<file path="config.mk">
export PLATFORM = sky130hd
export DESIGN_NAME = mux_arbiter_flat
export DESIGN_NICKNAME = d
export VERILOG_FILES = /design/src/rtl/mux_arbiter_if.sv /design/src/rtl/mux_arbiter.sv /design/src/flat_wrapper.sv
export SDC_FILE = /design/constraint.sdc
export NUM_CORES = 1
export LEC_CHECK = 0
export CORE_ASPECT_RATIO = 1.1
export CORE_MARGIN = 3
export CORE_UTILIZATION = 50
export CTS_CLUSTER_DIAMETER = 60
export DETAILED_ROUTE_END_ITERATION = 8
export PLACE_DENSITY = 0.93
export SYNTH_ARGS = -nofsm -noshare
export SYNTH_HDL_FRONTEND = slang
export SYNTH_SLANG_ARGS = --single-unit
</file>
<file path="constraint.sdc">
create_clock -name clk -period 5.8 [get_ports clk]
set_input_delay 1.74 -clock clk [delete_from_list [all_inputs] [get_ports clk]]
set_output_delay 1.74 -clock clk [all_outputs]
set_load 0.03 [all_outputs]
</file>
<file path="src/rtl/mux_arbiter_if.sv">
// Valid/ready bundle between two requesters, the arbiter, and the downstream sink.
// The arbiter takes the slave view; whoever drives requests and sinks beats takes master.
interface mux_arbiter_if #(
    parameter int WIDTH = 8
);
    logic             a_valid;
    logic [WIDTH-1:0] a_data;
    logic             a_ready;
    logic             b_valid;
    logic [WIDTH-1:0] b_data;
    logic             b_ready;
    logic             o_valid;
    logic [WIDTH-1:0] o_data;
    logic             o_ready;
    logic             sel;

    modport master (
        output a_valid, a_data, b_valid, b_data, o_ready,
        input  a_ready, b_ready, o_valid, o_data, sel
    );

    modport slave (
        input  a_valid, a_data, b_valid, b_data, o_ready,
        output a_ready, b_ready, o_valid, o_data, sel
    );
endinterface

</file>
<file path="src/rtl/mux_arbiter.sv">
// Round-robin burst arbiter for the shared 2:1 mux with a one-deep registered output stage.
// Define MUX_ARB_FIXED_PRIO_EN to give requester A fixed priority instead of round-robin.
module mux_arbiter #(
    parameter int WIDTH     = 8,
    parameter int MAX_BURST = 4
) (
    input  logic         clk,
    input  logic         rst,
    mux_arbiter_if.slave bus
);
    localparam int            CW        = $clog2(MAX_BURST + 1);
    localparam logic [CW-1:0] LAST_BEAT = CW'(MAX_BURST - 1);
`ifdef MUX_ARB_FIXED_PRIO_EN
    localparam bit FIXED_PRIO = 1'b1;
`else
    localparam bit FIXED_PRIO = 1'b0;
`endif

    typedef enum logic [1:0] {IDLE, GNT_A, GNT_B} state_e;

    state_e           state_q, state_d;
    logic [CW-1:0]    cnt_q, cnt_d;
    logic             rearb_q, rearb_d;   // grant just re-entered: hold ready off for one cycle
    logic             last_q, last_d;     // 1 = B was the most recent grant
    logic             o_valid_q, o_valid_d;
    logic [WIDTH-1:0] o_data_q, o_data_d;

    logic space, accept, cur_valid, other_valid, release_g;

    assign space       = !o_valid_q || bus.o_ready;
    assign bus.a_ready = (state_q == GNT_A) && !rearb_q && space;
    assign bus.b_ready = (state_q == GNT_B) && !rearb_q && space;
    assign bus.sel     = (state_q == GNT_B);
    assign bus.o_valid = o_valid_q;
    assign bus.o_data  = o_data_q;
    assign accept      = (bus.a_valid && bus.a_ready) || (bus.b_valid && bus.b_ready);

    always_comb begin
        // NOTE: every variable written here gets a default first, so no path can infer a latch.
        state_d     = state_q;
        cnt_d       = cnt_q;
        rearb_d     = 1'b0;
        last_d      = last_q;
        o_valid_d   = o_valid_q;
        o_data_d    = o_data_q;
        release_g   = 1'b0;
        cur_valid   = (state_q == GNT_B) ? bus.b_valid : bus.a_valid;
        other_valid = (state_q == GNT_B) ? bus.a_valid : bus.b_valid;

        if (accept) begin
            o_valid_d = 1'b1;
            o_data_d  = (state_q == GNT_B) ? bus.b_data : bus.a_data;
        end else if (bus.o_ready) begin
            o_valid_d = 1'b0;
        end

        unique case (state_q)
            IDLE: begin
                if (bus.a_valid && (!bus.b_valid || FIXED_PRIO || last_q))
                    state_d = GNT_A;
                else if (bus.b_valid)
                    state_d = GNT_B;
            end
            GNT_A, GNT_B: begin
                if (accept)
                    cnt_d = cnt_q + 1'b1;
                release_g = (accept && cnt_q == LAST_BEAT) || !cur_valid;
                if (release_g) begin
                    if (other_valid && !(FIXED_PRIO && state_q == GNT_A && cur_valid))
                        state_d = (state_q == GNT_A) ? GNT_B : GNT_A;
                    else if (cur_valid)
                        rearb_d = 1'b1;
                    else
                        state_d = IDLE;
                end
            end
            default: state_d = IDLE;
        endcase

        // Any fresh grant (new owner or re-entry) restarts the burst count.
        if (state_d != IDLE && (state_d != state_q || rearb_d)) begin
            cnt_d  = '0;
            last_d = (state_d == GNT_B);
        end
    end

    always_ff @(posedge clk) begin
        if (rst) begin
            state_q   <= IDLE;
            cnt_q     <= '0;
            rearb_q   <= 1'b0;
            last_q    <= 1'b1;
            o_valid_q <= 1'b0;
            o_data_q  <= '0;
        end else begin
            // NOTE: non-blocking so every flop samples the pre-edge values computed above.
            state_q   <= state_d;
            cnt_q     <= cnt_d;
            rearb_q   <= rearb_d;
            last_q    <= last_d;
            o_valid_q <= o_valid_d;
            o_data_q  <= o_data_d;
        end
    end
endmodule

</file>
<file path="src/flat_wrapper.sv">
// flat-port wrapper written by rule: the top's interface ports become plain ports
module mux_arbiter_flat 
#(
    parameter int WIDTH     = 8,
    parameter int MAX_BURST = 4
)
  (clk, rst, bus_a_valid, bus_a_data, bus_b_valid, bus_b_data, bus_o_ready, bus_a_ready, bus_b_ready, bus_o_valid, bus_o_data, bus_sel);
  mux_arbiter_if #(.WIDTH(WIDTH)) bus_i ();
  input  logic clk;
  input  logic rst;
  input wire logic [$bits(bus_i.a_valid)-1:0] bus_a_valid;
  input wire logic [$bits(bus_i.a_data)-1:0] bus_a_data;
  input wire logic [$bits(bus_i.b_valid)-1:0] bus_b_valid;
  input wire logic [$bits(bus_i.b_data)-1:0] bus_b_data;
  input wire logic [$bits(bus_i.o_ready)-1:0] bus_o_ready;
  output wire logic [$bits(bus_i.a_ready)-1:0] bus_a_ready;
  output wire logic [$bits(bus_i.b_ready)-1:0] bus_b_ready;
  output wire logic [$bits(bus_i.o_valid)-1:0] bus_o_valid;
  output wire logic [$bits(bus_i.o_data)-1:0] bus_o_data;
  output wire logic [$bits(bus_i.sel)-1:0] bus_sel;
  assign bus_i.a_valid = bus_a_valid;
  assign bus_i.a_data = bus_a_data;
  assign bus_i.b_valid = bus_b_valid;
  assign bus_i.b_data = bus_b_data;
  assign bus_i.o_ready = bus_o_ready;
  assign bus_a_ready = bus_i.a_ready;
  assign bus_b_ready = bus_i.b_ready;
  assign bus_o_valid = bus_i.o_valid;
  assign bus_o_data = bus_i.o_data;
  assign bus_sel = bus_i.sel;
  mux_arbiter #(.WIDTH(WIDTH), .MAX_BURST(MAX_BURST)) u_core (.clk(clk), .rst(rst), .bus(bus_i));
endmodule
</file>
Word level (Yosys, flattened, before mapping). Cells that the tools add are included.

Memories kept: 0. Output and inout port bits: 12. RAM bits: 0. ROM bits: 0. Latch bits: 0. Register bits after elaboration: 16. Bits of input ports: 21.

Reduce and logical (&&, ||, !) cells: 24. $mul: 0. $add $sub $neg: 1. Div/mod/pow operators: 0. Mux-type cells: 16. Equal/unequal tests: 5. Shift-type cells: 0. $lt $le $gt $ge: 0. Bitwise gates (word level): 0.

Operators by type and width (count): 2-bit 2-to-1 mux (6); 1-bit logical AND (9); 1-bit 2-to-1 mux (8); 8-bit 2-to-1 mux (1); 1-bit logical OR (5); 2-bit equality test (second input constant) (2); 1-bit logical NOT (4); 2-bit case mux with 2 select lines (1); 2-bit nonzero test (2); 2-bit OR reduction (2); 3-bit by 1-bit adder with 3-bit output (second input constant) (1); 3-bit by 2-bit equality test with 1-bit output (second input constant) (1); 2-bit by 1-bit equality test with 1-bit output (second input constant) (1); 2-bit logical NOT (1); 2-bit != test (1); 2-bit AND reduction (1).

Logic depth before layout (Yosys ltp). Gate-level depths: netlist of run 1.

Word-level depth: 13. Mapped depth: 10.

Worst setup path before layout of run 1. No wires, ideal clock.

Path type: in2out. Start: input bus_o_ready. End: output bus_a_ready. Stages on the path: 3. Data required time: 4.060 ns. Setup slack: 1.654 ns. Arrival time: 2.406 ns. Cells stage by stage: and2b_1 -> nor2_1 -> and2_1.

Longest elaborated chain between the ends: 2.

RTL lines: start: declaration (line flat_wrapper.sv:15) `input wire logic [$bits(bus_i.o_ready)-1:0] bus_o_ready;`; 1-bit logical OR (line mux_arbiter.sv:30) `assign space = !o_valid_q || bus.o_ready;`; 1-bit logical AND (line mux_arbiter.sv:31) `assign bus.a_ready = (state_q == GNT_A) && !rearb_q && space;`; end: declaration (line flat_wrapper.sv:16) `output wire logic [$bits(bus_i.a_ready)-1:0] bus_a_ready;`.

No other way between the ends.

Final worst setup path of run 1.
Start: input bus_o_ready. End: output bus_b_ready.

Longest elaborated chain between the ends: 2.

RTL lines: 1-bit logical OR (line mux_arbiter.sv:30); 1-bit logical AND (line mux_arbiter.sv:32) `assign bus.b_ready = (state_q == GNT_B) && !rearb_q && space;`; end: declaration (line flat_wrapper.sv:17) `output wire logic [$bits(bus_i.b_ready)-1:0] bus_b_ready;`.

No other way between the ends.

==> impl_metrics.toml, run 1 <==
[cells_and_area]
nFillCells = 163
final_util_pct = 71.6
final_layout_size_suffix_gt1_share_pct = 7.74
fin_cells = 183
area_growth_pct = 31.8
final_nets = 183
diodes = 0

[power_and_ir_drop]
powerDensity_nw_per_um2 = 338
leakage_nw = 0.520
power.total_mw = 0.499
peakVddDrop_uv = 223

[clock_network]
clk_pin_slew_ps = 90
cts_tree = "built"
htreeDepth = 1
cts-root-buf = "clkbuf_4"
cts.path.max_buffers = 2
postCtsSetupBuffers = 0
holdBufCountCts = 0
clk_latency_ps = 290
post_cts_resized = 0
clock-sinks = 16
cts_buffers = 3

[synthesis]
synth_top_area_share_pct = 28.6
yosysMostFrequentCell = "dfxtp_1"
synth_xor_area_share_pct = 0.782
synthMuxAreaShare_pct = 10.8
synthAdderAreaFrac_pct = 6.70
synth_flop_cell = "dfxtp_1"
synthesis.area_um2 = 1120
yosys_warnings = 0
syn_avg_cell_area_um2 = 8.82
async_flop_share_pct = 0
synth.top_cells.by_area = "dfxtp_1 29%, mux2i_1 9.8%, ha_1 6.7%"
synth_top_family_by_area = "compound AO/OA/AOI/OAI gates"
ys_seq_area_share_pct = 28.6
synth_edf_count = 0
synth-compound-area-share_pct = 28.7
synth_seq_cells = 16
synth-simple-area-share_pct = 19.6
yosys-top-cells-count = "16 x dfxtp_1, 14 x nor2_1, 11 x mux2i_1"
synth_cell_type_count = 43
syn-num-nets = 154
syn_inst = 127
yosys.area.top_type = "dfxtp_1"

[placement]
dp.cells = 179
hpwl_um = 2020
gp_congestion = 0.888
io_buffers = 32
post-place-ws_ps = 619

[sta]
post-route-min-period_ps = 5170
setup_viol = 0
worstMarginPinSlew_ps = 778
max_freq_mhz = 193
rsz0062_at_grt = "false"
fin_tns_setup_ps = 0
fin_crit_sh_pct = 89.2
hold_violations = 0
finalMaxSlewViolations = 0
finalClockSkew_ps = 3.28
setup_ws_ps = 626
timing.slew.headroom_pct = 48.1

[grt]
antenna_found_initial = 0
grt_pass1_wl_um = 4420
grt_pass1_vias = 1052
grt-ovfl-total = 0
grt_max_degree = 19
grt_usage_pct = 19.7

[run_status]
status = "finished clean"

[detailed_routing]
viasPerCell = 5.69
drtIter0Drc = 16
wl_met1_um = 1010
top_layer = "met4"
wl_met3_um = 138
via_count = 1041
routedWlPerCell_um = 14.2
antenna_left = 0
wl_met2_um = 1400
drc = 0
firstDrtPassIters = 4
drt_wl_total_um = 2590

[worst_setup_path]
crit_start = "bus_o_ready"
cp_max_fo = 6
endpoint_kind = "output port"
worstSetupPathType = "input pin to output port"
cp-start-kind = "input pin"
critPathRequiredTime_ps = 4060
r2r_start = "u_core.state_q[0]"
cp_data_arrival_time_ps = 3430

[flow_run]
maxCapViolCount = 0

[floorplanning]
rows = 17
core-area_um2 = 2060
die_y_um = 55.6
die_area_um2 = 2840
initial_utilization_pct = 54.3
die_x_um = 51.1
io_pins = 33

[min_path]
min_from = "u_core.bus.o_data[2]"
hold_path.class = "register to register"
==> power by group <==
part           switching [mW]  total [mW]  internal, mW
Combinational           0.148       0.272         0.124
Sequential             0.0204       0.153         0.132
Clock                  0.0357      0.0740        0.0383
Total                   0.204       0.499         0.295
==> worst paths after layout <==
path | to | cells past startpoint | slack, ps
min reg2reg | u_core.bus.o_data[2] | 2 | 510
max reg2reg | u_core.last_q | 8 | 2710
max | bus_b_ready | 5 | 630
min | u_core.bus.o_data[2] | 2 | 510
==> cells in the final DEF, fill, tap and decap left out, types with 5 or more instances in the layout <==
cell type,count
a21oi_1,6
clkdlybuf4s50_1,32
dfxtp_1,16
a211oi_1,8
o21ai_0,6
ha_1,6
nor2_1,14
inv_1,5
mux2i_1,11
==> layer usage <==
metal / vias up / global-route usage (%)
met5: - / 0
met4: 0 / 8.85
met3: 5 / 4.29
met2: 23 / 35.9
met1: 490 / 21.0
li1: 523 / -
==> sequential cells by signal, indices dropped and copies added (netlist names) <==
signal	cells
u_core.rearb_q	1
u_core.bus.o_data	8
u_core.state_q	2
u_core.bus.o_valid	1
u_core.last_q	1
u_core.cnt_q	3
==> area by class of cell <==
cell class | instances | area [µm²] | share of cell area [%]
Inverter | 5 | 18.8 | 1.27
Sequential cell | 16 | 320 | 21.7
Timing Repair Buffer | 32 | 320 | 21.7
Multi-Input combinational cell | 98 | 746 | 50.5
Clock buffer | 4 | 36.3 | 2.46
Tap cell | 28 | 35.0 | 2.37
==> critical path: stages <==
cell and delay, ps:
clkdlybuf4s50_1 450, and2b_1 250, nor2_1 160, and2_1 150, clkdlybuf4s50_1 670
==> per-stage QoR <==
stage	hold WS [ps]	area, µm²
2_1_floorplan	482	1120
3_3_place_gp	486	1440
3_5_place_dp	494	1440
4_1_cts	507	1480
5_1_grt	527	1480
6_report	506	1480
==> cell families (layout without fill, tap and decap cells) <==
kind of cell	Yosys count	count (layout)
AO/OA/AOI/OAI	41	41
XOR/XNOR	1	1
adder cells (fa/ha/maj)	6	6
buffers and inverters	13	41
flip-flops	16	16
multiplexers	12	12
AND/OR/NAND/NOR	38	38
Note: power is estimated with default switching activity, not from simulation.
==> run 2: changes to the inputs <==
TNS_END_PERCENT = 100   (was unset)
==> results of run 2 <==
The final DEF is identical to that of run 1; final timing and power are the same.
==> run 3: changes to the inputs <==
SLEW_MARGIN = 20   (was unset)
clock period = 6.1 ns   (was 5.8 ns; I/O delays follow)
==> run 3 against run 2 <==
  * Non-clock buffer count unchanged
  * Sequential share of layout area increased by 0.20 points
  * Register-to-register slack improved by 280 ps
  * Critical endpoint unchanged
==> impl_metrics.toml, run 3 (synthesized netlist as in run 1, its figures left out) <==
[run_status]
status = "finished clean"

[cells_and_area]
final_util_pct = 70.9
final_nets = 183
mostFrequentLayoutCells = "32 x clkdlybuf4s50_1, 16 x dfxtp_1, 14 x nor2_1"
largest_reg_flops = 8
area_growth_pct = 30.6
nFillCells = 167
diodes = 0
final_layout_size_suffix_gt1_share_pct = 7.14
final_common_cell = "clkdlybuf4s50_1"
fin_cells = 182

[grt]
grt_pass1_vias = 1028
grt_usage_pct = 19.7
grt_pass1_wl_um = 4530
grt-ovfl-total = 0
grt_max_degree = 19
antenna_found_initial = 0

[worst_setup_path]
worstSetupPathType = "input pin to output port"
critPathRequiredTime_ps = 4270
cp_max_fo = 6
cp-start-kind = "input pin"
cp_data_arrival_time_ps = 3510
endpoint_kind = "output port"

[clock_network]
clk_latency_ps = 280
clock-sinks = 16
holdBufCountCts = 0
htreeDepth = 1
postCtsSetupBuffers = 0
cts.path.max_buffers = 2
clk_pin_slew_ps = 90
post_cts_resized = 0
cts_buffers = 3
cts_tree = "built"
cts-root-buf = "clkbuf_4"

[sta]
timing.slew.headroom_pct = 46.4
hold_ws_ps = 506
worstMarginPinSlew_ps = 803
post-route-min-period_ps = 5340
max_freq_mhz = 187
finalClockSkew_ps = 5.84
fin_tns_setup_ps = 0
fin_crit_sh_pct = 87.6
finalMaxSlewViolations = 0
rsz0062_at_grt = "false"
setup_viol = 0
hold_violations = 0

[min_path]
hold_path.class = "register to register"

[floorplanning]
io_pins = 33
core-area_um2 = 2060
rows = 17
die_x_um = 51.1
die_area_um2 = 2840
die_y_um = 55.6
initial_utilization_pct = 54.3

[placement]
io_buffers = 32
gp_congestion = 0.889
dp.cells = 179
hpwl_um = 2040

[detailed_routing]
drtIter0Drc = 11
drc = 0
viasPerCell = 5.68
routedWlPerCell_um = 14.0
via_count = 1034
firstDrtPassIters = 4
antenna_left = 0
drt_wl_total_um = 2540

[power_and_ir_drop]
powerDensity_nw_per_um2 = 312
leakage_nw = 0.513
peakVddDrop_uv = 161

[flow_run]
maxCapViolCount = 0
-- run 3: cell types whose count changed in the layout (fill, tap and decap cells not counted), sizes merged --
cell,delta
clkbuf,-1
-- run 3: where the power goes --
part	internal [mW]	leakage [nW]	switching, mW
Combinational	0.118	0.368	0.140
Sequential	0.126	0.131	0.0194
Clock	0.0228	0.0138	0.0306
Total	0.267	0.513	0.190
-- run 3: per-stage QoR --
stage                     instance area [µm²]  total power [mW]  setup slack (ps)
after floorplan                          1120             0.329              1770
after global placement                   1440             0.397               783
after detailed placement                 1440             0.406               745
after CTS                                1460             0.459               741
after global routing                     1460             0.493               658
final                                    1460             0.457               757
-- run 3: final cells by class --
type                            count  area (µm²)  area share (%)
Timing Repair Buffer               32         320            21.9
Clock buffer                        3        22.5            1.54
Tap cell                           28        35.0            2.40
Sequential cell                    16         320            21.9
Inverter                            5        18.8            1.28
Multi-Input combinational cell     98         746            51.0
-- run 3: worst max-delay path, cell delays in order --
cell and delay, ps:
clkdlybuf4s50_1 440, and2b_1 250, nor2_1 160, and2_1 150
clkdlybuf4s50_1 670
-- run 3: routing by layer --
metal | vias up | share of wire, % | global-route usage, %
met4 | 0 | 0 | 4.23
li1 | 522 | - | -
met1 | 492 | 40 | 23.5
met3 | 0 | 5.3 | 4.29
met5 | - | 0 | 0
met2 | 20 | 55 | 35.2
-- run 3: path summary, 6_finish.rpt --
| check | cells past startpoint | slack [ps] | startpoint | to |
|---|---|---|---|---|
| setup / recovery | 5 | 760 | bus_o_ready | bus_b_ready |
| hold / removal | 2 | 510 | u_core.bus.o_data[7] | u_core.bus.o_data[7] |
| setup reg to reg | 8 | 2990 | u_core.state_q[0] | u_core.last_q |
| hold reg to reg | 2 | 510 | u_core.bus.o_data[7] | u_core.bus.o_data[7] |
==> patch: new RTL, settings of run 3 <==
`MAX_BURST` is set to 4 in 2 places; all go to 8.
--- a/src/rtl/mux_arbiter.sv
+++ b/src/rtl/mux_arbiter.sv
@@ -4,3 +4,3 @@
     parameter int WIDTH     = 8,
-    parameter int MAX_BURST = 4
+    parameter int MAX_BURST = 8
 ) (
--- a/src/flat_wrapper.sv
+++ b/src/flat_wrapper.sv
@@ -4,3 +4,3 @@
     parameter int WIDTH     = 8,
-    parameter int MAX_BURST = 4
+    parameter int MAX_BURST = 8
 )
Behaviour: not the same (a bounded check fails within 10 cycles, from zero or initial values and one cycle with rst high).
==> patch against run 3 <==
- area after synthesis rose by 10%
- clock power is 11% higher
- power grew 16%
- critical path depth decreased by 1
- wire length is 17% higher
- worst hold slack got worse by 0.00084 ns
- combinational power increased by 22%
- setup slack improved by 0.17 ns
- design area increased by 7.9%
- sequential cell count is 1 higher
- critical path type unchanged
==> patch: results (changes against run 3) <==
outcome=complete, no violations; count of cell types in the netlist=50 (+16%); syn_nets=171 (+11%); Non-Filler Instances=202 (+11%); Adder-Cell Fraction of Synth Area=5.07% (-1.6 points); Max-Slew Margin vs Limit=41.4% (-5.0 points); share of cells above drive strength 1=9.88% (+2.7 points); pre-CTS setup slack=0.919 ns (+0.174 ns); Area contributors post-synth=dfxtp_1, mux2i_1, a211oi_1; pin count of the biggest net entering global routing=22 (+3); Final Skew=0.00197 ns (-0.00387 ns); mux cell area share after synthesis=8.92% (-1.9 points); syn_area_per_cell=8.51 sq um (-3.5%); Synth top cells by count=dfxtp_1, nor2_1, mux2i_1; First DRT Iteration DRCs=33 (+22); dpl hpwl=2260 um (+11%); total track usage=21.6% (+1.9 points); Max IR drop VDD=0.000224 V (+39%); fill count=203 (+22%); Synth Area in Compound Gates=25.7% (-3.1 points); global placement routability congestion=0.866 (-2.6%); first-pass GRT wire length=5150 um (+14%); Post-Synth XOR/XNOR Area=2.13% (+1.3 points); CP arrival=3.35 ns (-0.16 ns); vias=1226 (+19%)
==> patch: metrics by stage <==
step | utilization, % | hold slack [ns] | power, mW | instance area [sq um]
final | 68.7 | 0.505 | 0.529 | 1580
after global routing | 68.7 | 0.534 | 0.569 | 1580
after CTS | 68.7 | 0.509 | 0.530 | 1580
after detailed placement | 67.5 | 0.496 | 0.469 | 1550
after global placement | 67.5 | 0.473 | 0.458 | 1550
after floorplan | - | 0.463 | 0.382 | 1230
==> patch: metal layers <==
metal  GRT usage, %  part of all wire [%]  vias to the layer above
li1               -                     -                      587
met1           23.4                    39                      578
met2           38.2                    51                       50
met3           4.37                   6.9                       11
met4           11.7                   2.5                        0
met5              0                     0                        -
==> patch: final cells by class <==
cell class | instances | area share, %
multi-input combinational | 114 | 52.7
sequential | 17 | 21.6
tap | 30 | 2.38
timing repair buffer | 33 | 20.8
clock buffer | 4 | 1.67
inverter | 4 | 0.952
==> patch: cells by family (layout without fill, tap and decap cells) <==
group,after synthesis,after routing
xor+xnor,3,3
simple gates,58,58
buf+inv,14,41
compound gates,37,37
mux,11,11
flops,17,17
fa+ha+maj,5,5
==> patch: power breakdown <==
part	switching, mW	internal (mW)
combinational	0.176	0.137
sequential	0.0214	0.134
clock	0.0340	0.0254
==> patch: critical path, stage by stage <==
cell and delay, ns:
clkdlybuf4s50_1 0.47, nand2b_1 0.20, and3_1 0.18, clkdlybuf4s50_1 0.67
==> patch: final timing paths <==
check / start / endpoint / slack [ns] / cells past startpoint
hold / removal: u_core.cnt_q[1] / u_core.cnt_q[1] / 0.50 / 2
setup reg to reg: u_core.state_q[0] / u_core.last_q / 3.18 / 9
hold reg to reg: u_core.cnt_q[1] / u_core.cnt_q[1] / 0.50 / 2
setup / recovery: bus_o_ready / bus_b_ready / 0.92 / 4
